$ cat config.mk
export PLATFORM = sky130hd
export DESIGN_NAME = eq_serial_seq
export DESIGN_NICKNAME = d
export VERILOG_FILES = /design/src/rtl/eq_serial_seq.sv
export SDC_FILE = /design/constraint.sdc
export NUM_CORES = 1
export LEC_CHECK = 0
export BUFFER_PORTS_ARGS = -buffer_cell sky130_fd_sc_hd__buf_2
export CORE_ASPECT_RATIO = 0.7
export CORE_MARGIN = 4
export CORE_UTILIZATION = 40
export DETAILED_ROUTE_END_ITERATION = 8
export SYNTH_ARGS = -nofsm -noshare
export SYNTH_HDL_FRONTEND = slang
export SYNTH_SLANG_ARGS = --single-unit
$ cat constraint.sdc
create_clock -name clk -period 1.75 [get_ports clk]
set_clock_uncertainty 0.05 [all_clocks]
set_input_delay 0 -clock clk [delete_from_list [all_inputs] [get_ports clk]]
set_output_delay 0 -clock clk [all_outputs]
set_load 0.03 [all_outputs]
$ cat src/rtl/eq_serial_seq.sv
// Bit-serial word equality sequencer driving one shared 1-bit equality cell, LSB first.
// Optional build macro: EQ_SEQ_EARLY_EXIT_EN (finish as soon as a bit mismatches).
module eq_serial_seq #(
  parameter  int WIDTH = 8,
  localparam int CNT_W = $clog2(WIDTH)
) (
  input  logic             clk,
  input  logic             reset,
  input  logic             start,
  input  logic [WIDTH-1:0] a,
  input  logic [WIDTH-1:0] b,
  output logic             busy,
  output logic             done,
  output logic             eq,
  output logic             cmp_i0,
  output logic             cmp_i1,
  input  logic             cmp_eq
);

  typedef enum logic [1:0] {IDLE, COMPARE, DONE} state_e;

  localparam logic [CNT_W-1:0] LAST = CNT_W'(WIDTH-1);

  state_e           state_q, state_d;
  logic [WIDTH-1:0] a_q, a_d, b_q, b_d;
  logic [CNT_W-1:0] cnt_q, cnt_d;
  logic             match_q, match_d;
  logic             eq_q, eq_d;

  always_ff @(posedge clk or posedge reset) begin
    if (reset) begin
      state_q <= IDLE;
      a_q     <= '0;
      b_q     <= '0;
      cnt_q   <= '0;
      match_q <= 1'b0;
      eq_q    <= 1'b0;
    end else begin
      state_q <= state_d;
      a_q     <= a_d;
      b_q     <= b_d;
      cnt_q   <= cnt_d;
      match_q <= match_d;
      eq_q    <= eq_d;
    end
  end

  always_comb begin
    state_d = state_q;
    a_d     = a_q;
    b_d     = b_q;
    cnt_d   = cnt_q;
    match_d = match_q;
    eq_d    = eq_q;
    case (state_q)
      IDLE: begin
        if (start) begin
          a_d     = a;
          b_d     = b;
          cnt_d   = '0;
          match_d = 1'b1;
          eq_d    = 1'b0;
          state_d = COMPARE;
        end
      end
      COMPARE: begin
        match_d = match_q & cmp_eq;
        a_d     = a_q >> 1;
        b_d     = b_q >> 1;
        cnt_d   = cnt_q + CNT_W'(1);
        // eq is loaded on the way into DONE so it is already valid with the done pulse
        if (cnt_q == LAST) begin
          state_d = DONE;
          eq_d    = match_q & cmp_eq;
        end
`ifdef EQ_SEQ_EARLY_EXIT_EN
        if (!cmp_eq) begin
          state_d = DONE;
          eq_d    = 1'b0;
        end
`endif
      end
      DONE:    state_d = IDLE;
      default: state_d = IDLE;
    endcase
  end

  assign busy   = (state_q != IDLE);
  assign done   = (state_q == DONE);
  assign eq     = eq_q;
  assign cmp_i0 = (state_q == COMPARE) & a_q[0];
  assign cmp_i1 = (state_q == COMPARE) & b_q[0];

endmodule
==> out/metrics.csv <==
metric;value;unit
final instance area;1460;um^2
Port Buffers;24;
area leader, netlist;dfrtp_1;
GR Overflow Total;0;
status;finished clean;
first-pass GRT wire length;3650;um
initial antenna violation count;0;
Synth Instances;100;
number of synthesized flops with an enable pin;0;
Sw Share;0.358;
CTS max path bufs;2;
Slew Limit Fails;0;
Clock power frac;0.149;
Num CTS Buffers;3;
Vias;838;
first drt pass iteration count;4;
Comb pwr share;0.430;
final setup vio count;0;
RR Startpoint;state_q[1];
power consumption;2130;uW
synthesized net count;122;
CP Class;flip-flop to output pin;
critical-path maximum fanout;20;
htree depth;1;
Yosys top cell area share;0.541;
io pins;25;
DP HPWL;1340;um
Die Area;3560;um^2
GR Util met2;0.220;
sequential area share after synthesis;0.541;
DRC Markers;0;
Peak VDD IR;0.650;mV
CP Launch Type;flip-flop;
DRT Wirelength;1940;um
Async SR Flop Fraction;1.00;
Slew HR;0.812;
fin util;0.584;
vias per std cell;4.71;
GP Congestion;0.742;
largest net degree at the start of global routing;24;
CP endpoint kind;output pin;
internal power;1370;uW
Nets;167;
Mapped Area;1060;um^2
post-synthesis average cell area;10.6;um^2
Distinct cells, synth;19;
Die H;51.1;um
minimum clock period after layout;1.54;ns
top cells by area, synth;dfrtp_1 (54%), mux2i_1 (13%), o21ai_1 (6.6%);
NetSw;763;uW
# diodes;0;
clock root buffer;clkbuf_8;
Placement Rows;15;
Yosys warnings;0;
crit path from;state_q[1];
Seq cells post-synth;23;
Area growth syn-to-layout;37.2;%
post-CTS setup buffer count;0;
f_max;647;MHz
Setup TNS Final;0;ns
Top FF cell, synth;dfrtp_1;
Critical Path RT;1.70;ns
layer with the highest usage;met2;
Resized Gates After CTS;0;
CTS clk-pin slew, worst paths;0.08;ns
sequential share of power;0.421;
crit path DAT;1.49;ns
RSZ-0062 raised after global routing;false;
MaxCap Viol Count;0;
fill cell count;227;
met3 usage;0.0432;
Die X;69.6;um
initial core utilization;0.426;
DR WL/cell;10.9;um
GR Util All Layers;0.127;
P per Cell Area;1460;nW/um^2
Hold Crit Class;primary input to flip-flop;
count leader, synth;dfrtp_1;
vias in the first global route;860;
CTS Sinks;23;
Worst-Margin Slew;0.282;ns
CORE AREA;2500;um^2
Area after DPL;1240;um^2
Final Hold Viols;0;
initial DRC count;76;
Post-synth top cells;dfrtp_1 (23), nand2_1 (16), mux2i_1 (14), o21ai_1 (14), o21ai_0 (5);
period utilization;0.883;
TritonCTS clock tree;done;
Clk Latency, worst-skew pair;0.26;ns
Worst Min Path Start;a[7];
layout cell share with drive strength beyond 1;0.243;
global routing usage on met1;0.164;
Post-DRT Antenna Nets;0;
LEAKAGE;0.000740;uW
[sequential cells by signal (all words and copies together), names as in the netlist]
register  cells
b_q           8
eq            1
a_q           8
cnt_q         3
match_q       1
state_q       2
[through the flow]
step                hold slack [ns]  std cells  worst slack, ns
floorplan                   -0.0481        100            0.512
global placement          -0.000938        157            0.431
detailed placement          0.00131        157            0.410
CTS                          0.0342        178            0.203
global route                 0.0405        178            0.110
finish                       0.0185        178            0.205
[final timing paths]
kind / to / slack, ns / cells past startpoint
min in group asynchronous: b_q[7] / 0.26 / 4
setup / recovery: cmp_i0 / 0.21 / 4
hold reg to reg: a_q[0] / 0.43 / 2
max in group asynchronous: b_q[3] / 1.17 / 4
hold / removal: a_q[7] / 0.02 / 3
setup reg to reg: a_q[1] / 0.40 / 4
[critical path, stage by stage (launching register included)]
cell and delay, ns:
dfrtp_1 0.46, and2b_1 0.27, buf_12 0.18, and2_1 0.13, buf_2 0.19
[per-layer routing]
metal  share of wire  wire length [um]
met1            0.47               910
met2            0.48               932
met3           0.050                97
met4               0                 0
met5               0                 0
[timing repair]
action / CTS / global route
hold endpoints to repair: 39 / 0
setup endpoints to repair: 0 / 0
hold buffers: 17 / 0
[final cells by class]
cell class	instances	area (um^2)	area share
multi-input combinational	70	454	0.311
timing repair buffer	45	333	0.228
clock inverter	1	5.00	0.00343
tap	34	42.5	0.0292
inverter	2	7.51	0.00515
clock buffer	3	41.3	0.0283
sequential	23	576	0.395
[power by group through the flow]
| stage | Clock (uW) | Sequential [uW] | Combinational, uW |
|---|---|---|---|
| floorplan | 0 | 890 | 688 |
| global placement | 0 | 899 | 881 |
| detailed placement | 0 | 911 | 890 |
| CTS | 330 | 899 | 926 |
| global route | 354 | 934 | 1020 |
| finish | 317 | 897 | 915 |
[cells in the final DEF (no fill, tap or decap), drive strengths merged]
master,n
a21oi,3
a22o,3
and2,3
and2b,1
buf,28
clkbuf,3
clkinv,1
dfrtp,23
dlygate4sd3,17
ha,2
inv,2
mux2,1
mux2i,14
nand2,16
nand4b,1
nor2,1
nor2b,4
o21ai,19
o21bai,1
or2,1
[kinds of logic after synthesis]
logic type / after synthesis / synth area share
compound gates: 26 / 0.135
fa+ha+maj: 2 / 0.0235
mux: 15 / 0.142
buf+inv: 7 / 0.0353
simple gates: 27 / 0.122
flops: 23 / 0.541
(Power assumes the default switching activity.)
